### config.mk
export PLATFORM = sky130hd
export DESIGN_NAME = return_stack_flat
export DESIGN_NICKNAME = d
export VERILOG_FILES = /design/src/rtl/return_stack_if.sv /design/src/rtl/return_stack.sv /design/src/flat_wrapper.sv
export SDC_FILE = /design/constraint.sdc
export NUM_CORES = 1
export LEC_CHECK = 0
export ABC_AREA = 1
export BUFFER_PORTS_ARGS = -buffer_cell sky130_fd_sc_hd__buf_2
export CORE_MARGIN = 1.5
export CORE_UTILIZATION = 28
export DETAILED_ROUTE_END_ITERATION = 12
export GPL_TIMING_DRIVEN = 1
export PLACE_DENSITY = 0.46
export SLEW_MARGIN = 20
export SYNTH_ARGS = -nofsm -noshare
export SYNTH_HDL_FRONTEND = slang
export SYNTH_SLANG_ARGS = --single-unit
### constraint.sdc
create_clock -name clk -period 3.21 [get_ports clk]
set_input_delay 0.642 -clock clk [delete_from_list [all_inputs] [get_ports clk]]
set_output_delay 0.642 -clock clk [all_outputs]
set_load 0.05 [all_outputs]
### src/rtl/return_stack_if.sv
// Return-stack bus: CALL/RET controls and PC value from the core, top-of-stack
// address and occupancy/error status back to the core.
interface return_stack_if #(
  parameter int unsigned DataWidth = 8,
  parameter int unsigned Depth     = 4
);
  localparam int unsigned CountWidth = $clog2(Depth + 1);

  logic                  push;
  logic                  pop;
  logic [DataWidth-1:0]  din;
  logic [DataWidth-1:0]  dout;
  logic [CountWidth-1:0] count;
  logic                  empty;
  logic                  full;
  logic                  overflow;
  logic                  underflow;

  modport master (
    output push, pop, din,
    input  dout, count, empty, full, overflow, underflow
  );

  modport slave (
    input  push, pop, din,
    output dout, count, empty, full, overflow, underflow
  );
endinterface

### src/rtl/return_stack.sv
// LIFO of return addresses (PC + WordByteSize) feeding the program counter load path.
// Define RETURN_STACK_WRAP_EN for circular storage where a push while full overwrites the oldest.
module return_stack #(
  parameter int unsigned DataWidth    = 8,
  parameter int unsigned Depth        = 4,
  parameter int unsigned WordByteSize = 1
) (
  input logic            clk,
  input logic            reset,
  return_stack_if.slave  bus
);
  localparam int unsigned CountWidth = $clog2(Depth + 1);
  localparam int unsigned PtrWidth   = $clog2(Depth);

  typedef logic [PtrWidth-1:0] ptr_t;

  function automatic ptr_t ptr_inc(input ptr_t p);
    return (p == PtrWidth'(Depth - 1)) ? '0 : p + 1'b1;
  endfunction

  function automatic ptr_t ptr_dec(input ptr_t p);
    return (p == '0) ? PtrWidth'(Depth - 1) : p - 1'b1;
  endfunction

  logic [DataWidth-1:0]  mem_q [Depth];
  logic [CountWidth-1:0] count_q, count_d;
  ptr_t                  head_q, head_d;   // slot the next push writes
  logic [DataWidth-1:0]  dout_q, dout_d;
  logic                  overflow_q, overflow_d;
  logic                  underflow_q, underflow_d;

  logic                  mem_we;
  ptr_t                  mem_waddr;
  logic [DataWidth-1:0]  ret_addr;
  ptr_t                  top_ptr;
  ptr_t                  below_ptr;
  logic                  is_empty;
  logic                  is_full;

  assign ret_addr  = bus.din + DataWidth'(WordByteSize);
  assign top_ptr   = ptr_dec(head_q);
  assign below_ptr = ptr_dec(top_ptr);
  assign is_empty  = (count_q == '0);
  assign is_full   = (count_q == CountWidth'(Depth));

  always_comb begin
    count_d     = count_q;
    head_d      = head_q;
    dout_d      = dout_q;
    overflow_d  = overflow_q;
    underflow_d = underflow_q;
    mem_we      = 1'b0;
    mem_waddr   = head_q;

    unique case ({bus.push, bus.pop})
      2'b10: begin
        if (!is_full) begin
          mem_we  = 1'b1;
          head_d  = ptr_inc(head_q);
          count_d = count_q + 1'b1;
          dout_d  = ret_addr;
        end else begin
`ifdef RETURN_STACK_WRAP_EN
          // When full, head points at the oldest entry, so a plain push overwrites it.
          mem_we = 1'b1;
          head_d = ptr_inc(head_q);
          dout_d = ret_addr;
`else
          overflow_d = 1'b1;
`endif
        end
      end
      2'b01: begin
        if (is_empty) begin
          underflow_d = 1'b1;
        end else begin
          head_d  = top_ptr;
          count_d = count_q - 1'b1;
          dout_d  = (count_q == CountWidth'(1)) ? '0 : mem_q[below_ptr];
        end
      end
      2'b11: begin
        if (is_empty) begin
          mem_we  = 1'b1;
          head_d  = ptr_inc(head_q);
          count_d = CountWidth'(1);
          dout_d  = ret_addr;
        end else begin
          // Tail call: replace the top entry in place, allowed even when full.
          mem_we    = 1'b1;
          mem_waddr = top_ptr;
          dout_d    = ret_addr;
        end
      end
      default: ;
    endcase
  end

  always_ff @(posedge clk) begin
    if (reset) begin
      count_q     <= '0;
      head_q      <= '0;
      dout_q      <= '0;
      overflow_q  <= 1'b0;
      underflow_q <= 1'b0;
    end else begin
      count_q     <= count_d;
      head_q      <= head_d;
      dout_q      <= dout_d;
      overflow_q  <= overflow_d;
      underflow_q <= underflow_d;
    end
  end

  // Entry storage carries no reset; contents are meaningless once count drops.
  always_ff @(posedge clk) begin
    if (!reset && mem_we) begin
      mem_q[mem_waddr] <= ret_addr;
    end
  end

  assign bus.dout      = dout_q;
  assign bus.count     = count_q;
  assign bus.empty     = is_empty;
  assign bus.full      = is_full;
  assign bus.overflow  = overflow_q;
  assign bus.underflow = underflow_q;

endmodule

### src/flat_wrapper.sv
// flat-port wrapper written by rule: the top's interface ports become plain ports
module return_stack_flat 
#(
  parameter int unsigned DataWidth    = 8,
  parameter int unsigned Depth        = 4,
  parameter int unsigned WordByteSize = 1
)
  (clk, reset, bus_push, bus_pop, bus_din, bus_dout, bus_count, bus_empty, bus_full, bus_overflow, bus_underflow);
  return_stack_if #(.DataWidth(DataWidth), .Depth(Depth)) bus_i ();
  input logic clk;
  input logic reset;
  input wire logic [$bits(bus_i.push)-1:0] bus_push;
  input wire logic [$bits(bus_i.pop)-1:0] bus_pop;
  input wire logic [$bits(bus_i.din)-1:0] bus_din;
  output wire logic [$bits(bus_i.dout)-1:0] bus_dout;
  output wire logic [$bits(bus_i.count)-1:0] bus_count;
  output wire logic [$bits(bus_i.empty)-1:0] bus_empty;
  output wire logic [$bits(bus_i.full)-1:0] bus_full;
  output wire logic [$bits(bus_i.overflow)-1:0] bus_overflow;
  output wire logic [$bits(bus_i.underflow)-1:0] bus_underflow;
  assign bus_i.push = bus_push;
  assign bus_i.pop = bus_pop;
  assign bus_i.din = bus_din;
  assign bus_dout = bus_i.dout;
  assign bus_count = bus_i.count;
  assign bus_empty = bus_i.empty;
  assign bus_full = bus_i.full;
  assign bus_overflow = bus_i.overflow;
  assign bus_underflow = bus_i.underflow;
  return_stack #(.DataWidth(DataWidth), .Depth(Depth), .WordByteSize(WordByteSize)) u_core (.clk(clk), .reset(reset), .bus(bus_i));
endmodule
---- Yosys cells after proc, flatten, opt, wreduce, memory -nomap -nowiden ----
Memories as Yosys holds them, arrays and structs flattened.
Cells that the tools add are included.
operators by class
  add/subtract/negate cells ............... 6
  equal/unequal tests ..................... 9
  muxes and demuxes ....................... 20
  reduce and logical (&&, ||, !) cells .... 11
operators by type and width
  cell                                                  number
  two-way mux 8 bit                                     3
  one-hot mux 8 bit (3 select lines)                    1
  two-way mux 2 bit                                     7
  two-way mux 3 bit                                     3
  one-hot mux 3 bit (3 select lines)                    1
  adder 8 x 1 -> 8 bit (second input constant)          1
  equality test 2 bit (second input constant)           3
  inequality test 2 bit (second input constant)         3
  one-hot mux 2 bit (3 select lines)                    1
  AND reduction 3 bit                                   2
  zero test 2 bit                                       2
  AND reduction 2 bit                                   2
  AND reduction 4 bit                                   1
  subtractor 2 x 1 -> 2 bit (second input constant)     2
  adder 3 x 1 -> 3 bit (second input constant)          1
  equality test 3 x 1 -> 1 bit (second input constant)  1
  equality test 3 bit (second input constant)           1
  zero test 3 bit                                       1
  two-way mux 1 bit                                     3
  nonzero test 3 bit                                    1
  subtractor 3 x 1 -> 3 bit (second input constant)     1
  adder 2 x 1 -> 2 bit (second input constant)          1
  equality test 2 x 1 -> 1 bit (second input constant)  1
  one-hot mux 1 bit (2 select lines)                    1
  other kinds (2)                                       2
storage, ports and cells
  register bits after elaboration ......... 15
  RAM bits ................................ 32
  bits of input ports ..................... 12
  output and inout bits ................... 15
  logic and storage cells ................. 52
  memories kept ........................... 1
memory list
  name          depth  width  read ports  clocked after Yosys merged registers in  wr ports  line                source
  u_core.mem_q  4      8      1           0                                        1         return_stack.sv:25  logic [DataWidth-1:0] mem_q [Depth];

---- Logic depth before layout (Yosys ltp) ----
An unclocked memory read counts as a cell.
  depth after elaboration ................. 8
  gate-level depth with buffers ........... 14
  mapped depth without buffers ............ 12

---- Worst setup path after synthesis ----
No wires, ideal clock.
  path kind ............................... register to register
  start point ............................. reg u_core.count_q[0], in the netlist u_core.bus.count[0]
  end point ............................... mem u_core.mem_q[2][0], enable pin
  setup time .............................. 370 ps
  data arrival time ....................... 2,243 ps
  setup slack ............................. 597 ps
  cell stages (with the launch flop) ...... 9
  clock period less this slack ............ 2,613 ps
  cell sequence ........................... dfxtp_1 > inv_1 > ha_1 > inv_1 > nor2_2 > nor2_1 > o21ai_0 > inv_1 > nor2_1
between the ends
  elaborated cells between the ends (all ways) .. 9
  classes of those cells .................. eq/ne (1); mux (6); reduce/logical (2)
RTL lines
  what                    line                 source
  start, declared         return_stack.sv:26   logic [CountWidth-1:0] count_q, count_d;
  start signal, assigned  return_stack.sv:107  count_q <= count_d;
  zero test 3 bit         return_stack.sv:43   assign is_empty = (count_q == '0);
  named net bus_empty     flat_wrapper.sv:17   output wire logic [$bits(bus_i.empty)-1:0] bus_empty;
  two-way mux 2 bit       --
  two-way mux 2 bit       return_stack.sv:55   unique case ({bus.push, bus.pop})
  end, declared           return_stack.sv:25
The timed path passes the listed nets, and every way through them passes these cells.

---- Worst setup path after layout ----
  start point ............................. reg u_core.head_q[0]
  end point ............................... mem u_core.mem_q[3][6], enable pin
between the ends
  cells in the longest elaborated chain, start to end .. 4
  elaborated cells between the ends (all ways) .. 5
  classes of those cells .................. add/sub (1); mux (3); reduce/logical (1)
ends and longest elaborated chain
  what                                                          line                 source
  start, declared                                               return_stack.sv:27   ptr_t head_q, head_d;
  start signal, assigned                                        return_stack.sv:102  head_q <= '0;
  start signal, assigned                                        return_stack.sv:108  head_q <= head_d;
  subtractor 2 x 1 -> 2 bit or zero test 2 bit (tied branches)  return_stack.sv:22   return (p == '0) ? PtrWidth'(Depth - 1) : p - 1'b1;
  two-way mux 2 bit                                             return_stack.sv:22
  two-way mux 2 bit                                             --
  two-way mux 2 bit *                                           return_stack.sv:55
Every way passes the cells marked *; elsewhere a longest branch is shown, timed or not.

==> results.py <==
metrics = {
    "status": {
        "status": "finished clean",
    },
    "critical_path": {
        "rr_worst_depth": 7,
        "cpPeakStageDelay_ns": 0.54,
        "critPathArrivalTime_ns": 2.34,
        "reg2reg_slack_ns": 0.83,
        "worstReg2RegStart": "u_core.head_q[0]",
        "critPathRequiredTime_ns": 3.16,
        "worstSetupStartpointType": "register",
        "reg2reg_to": "u_core.mem_q[3][6]",
        "critPathMostFrequentCell": "inv_1",
        "path_class": "register to register",
        "cp_max_fo": 13,
        "crit_path_end_kind": "register",
        "path_cells": "inv_1 -> ha_1 -> inv_1 -> nand2_1 -> o21ai_0 -> inv_1 -> nor2_1",
        "crit_slowest_cell": "nor2_1",
    },
    "min_path": {
        "worstHoldStart": "u_core.bus.overflow",
        "hold_path.class": "register to register",
        "hold_depth": 2,
        "hold-path-endpoint": "u_core.bus.overflow",
    },
    "yosys": {
        "ys_ff_latch": 47,
        "netlist_area_sq_um": 2400,
        "postSynthCellCount": 284,
        "synth_nets": 303,
        "synth.top_cells.by_area": "edfxtp_1 40%, nand2_1 13%, dfxtp_1 13%, nand3_1 5.4%, inv_1 5.0%",
        "netlist.area_leader.share": 0.400,
        "yosysTopAreaCell": "edfxtp_1",
        "synth_edf_count": 32,
        "synthArstFlopShare": 0,
        "synthFlopType": "edfxtp_1",
        "synth_cell_types": 28,
        "ys_seq_area_frac": 0.526,
        "synth_common_cells": "86 x nand2_1, 32 x edfxtp_1, 32 x inv_1, 26 x nand3_1, 24 x nor2_1",
        "synth_most_common_cell": "nand2_1",
        "syn_area_per_cell_sq_um": 8.45,
        "yosys_warnings": 0,
    },
    "finish": {
        "area_growth_pct": 13.0,
        "final_nets": 330,
        "drive_above_1_share": 0.157,
        "design_area_sq_um": 2710,
        "final_cells": 417,
        "nFillCells": 893,
        "antenna_cells": 0,
    },
    "placement": {
        "placed_area_sq_um": 2610,
        "place_inst": 409,
        "place.gp.congestion": 0.802,
        "port_buffers": 26,
        "pre_cts_ws_ns": 0.812,
        "dp_hpwl_mm": 4.20,
    },
    "grt": {
        "use_met2": 0.214,
        "track_usage": 0.128,
        "grt-busiest-layer": "met2",
        "grt_pass1_vias": 1775,
        "grt_pass1_wl_mm": 8.70,
        "use_met3": 0.0271,
        "grt_antenna_before_repair": 0,
        "grt-ovfl-total": 0,
        "grt_max_degree": 21,
        "grt_use_met1": 0.162,
    },
    "clocking": {
        "h-tree-depth": 2,
        "cts_resized": 0,
        "cts_made_buffers": 5,
        "post-cts-setup-buffers": 0,
        "clkSinkCount": 47,
        "path_clk_slew_ns": 0.10,
        "cts-root-buf": "clkbuf_8",
        "cts_buffer_depth": 2,
        "clk-insertion-delay-late_ns": 0.31,
        "ctsHoldBuffers": 0,
        "cts_tree": "yes",
    },
    "drt": {
        "dr_total_vias": 1888,
        "wl_per_cell_microns": 13.2,
        "vias_per_cell": 4.53,
        "drc": 0,
        "drt_wl_total_mm": 5.52,
        "first_pass_iters": 4,
        "drtIter0Drc": 106,
        "ant_nets": 0,
    },
    "floorplanning": {
        "die_w_microns": 95.6,
        "num_io_pins": 27,
        "die_area_sq_um": 9140,
        "core_sq_um": 8260,
        "rows": 33,
        "initial_utilization": 0.291,
        "die_h_microns": 95.6,
    },
    "sta": {
        "finalSetupTns_ns": 0,
        "slew_headroom": 0.513,
        "period_share": 0.743,
        "min_period_ns": 2.38,
        "skew_ns": 0.00755,
        "hold_viol_final": 0,
        "fin_hold_ws_ns": 0.456,
        "tightest_slew_ns": 0.727,
        "finalSetupViolCount": 0,
        "slew_viol_final": 0,
        "fmax_mhz": 419,
        "grt_setup_unrepaired": "false",
        "fin_ws_ns": 0.826,
    },
    "pwr": {
        "ir_drop_mv": 0.273,
        "cellLeakagePower_nw": 1.22,
        "p_per_area_nw_per_um2": 585,
    },
    "run": {
        "max_cap_viol_count": 0,
    },
}
cell type report:
type	count	area (sq um)	share of cell area
clock buffer	5	68.8	0.0254
timing repair buffer	27	138	0.0507
sequential	47	1260	0.465
multi-input combinational	194	947	0.349
inverter	36	135	0.0498
clock inverter	3	31.3	0.0115
tap	105	131	0.0484
layout by cell type (no fill, tap or decap):
cell type / instances
o22ai_1: 2
edfxtp_1: 32
o21ai_2: 2
inv_1: 32
a21oi_2: 1
ha_1: 7
nand3_1: 26
buf_4: 1
nor2_2: 2
xor2_1: 1
nand4_1: 5
nand2_2: 1
a21oi_1: 9
inv_8: 2
clkbuf_8: 5
nand2_1: 86
and2_1: 5
nand3_2: 1
inv_6: 1
nor2_4: 1
nor2_1: 24
or2_2: 1
inv_2: 4
o21ai_1: 2
dfxtp_1: 15
o21ai_0: 16
xnor2_1: 1
buf_2: 26
a21oi_4: 1
through the flow:
stage / utilization / power [mW]
CTS: 0.328 / 1.61
detailed placement: 0.316 / 1.20
finish: 0.328 / 1.59
global route: 0.328 / 1.68
global placement: 0.316 / 1.20
floorplan: - / 1.08
routing by layer:
layer  routed length, microns  part of all wire
met1                     2640              0.48
met2                     2620              0.48
met3                      172             0.031
met4                       82             0.015
met5                        0                 0
cells by family (layout without fill, tap and decap cells):
logic type / count (synthesis) / after routing / synth area share
AOI/OAI and AO/OA: 33 / 33 / 0.0793
xor gates and xnor gates: 2 / 2 / 0.00730
adders and majority gates: 7 / 7 / 0.0365
buffers and inverters: 43 / 71 / 0.0798
DFF: 47 / 47 / 0.526
and+or+nand+nor: 152 / 152 / 0.272
worst max-delay path, delay by kind of cell, from the launching register on:
family	cells	cell delay (ns)
simple gates	2	0.60
buf+inv	3	0.59
fa+ha+maj	1	0.36
flops	1	0.32
compound gates	1	0.14
where the power goes:
group / internal (mW) / leakage, nW / switching (mW)
clock network: 0.168 / 0.0526 / 0.243
logic: 0.123 / 0.751 / 0.335
registers: 0.696 / 0.415 / 0.0208
total: 0.987 / 1.22 / 0.599
flip-flops by register name (all words and copies together) (netlist names):
name and count:
u_core.mem_q 32, u_core.bus.dout 8, u_core.bus.count 3, u_core.head_q 2, u_core.bus.overflow 1, u_core.bus.underflow 1
worst max path at each step:
stage / startpoint / endpoint / slack, ns / cells past startpoint
floorplan: u_core.bus.count[0] / u_core.mem_q[2][0] / 0.60 / 8
global placement: bus_push / u_core.mem_q[1][1] / 0.87 / 7
detailed placement: u_core.head_q[0] / u_core.mem_q[2][0] / 0.81 / 7
CTS: u_core.head_q[0] / u_core.mem_q[2][5] / 0.79 / 7
global route: u_core.head_q[0] / u_core.mem_q[3][6] / 0.68 / 7
finish: u_core.head_q[0] / u_core.mem_q[3][6] / 0.83 / 7
(Power assumes the default switching activity.)
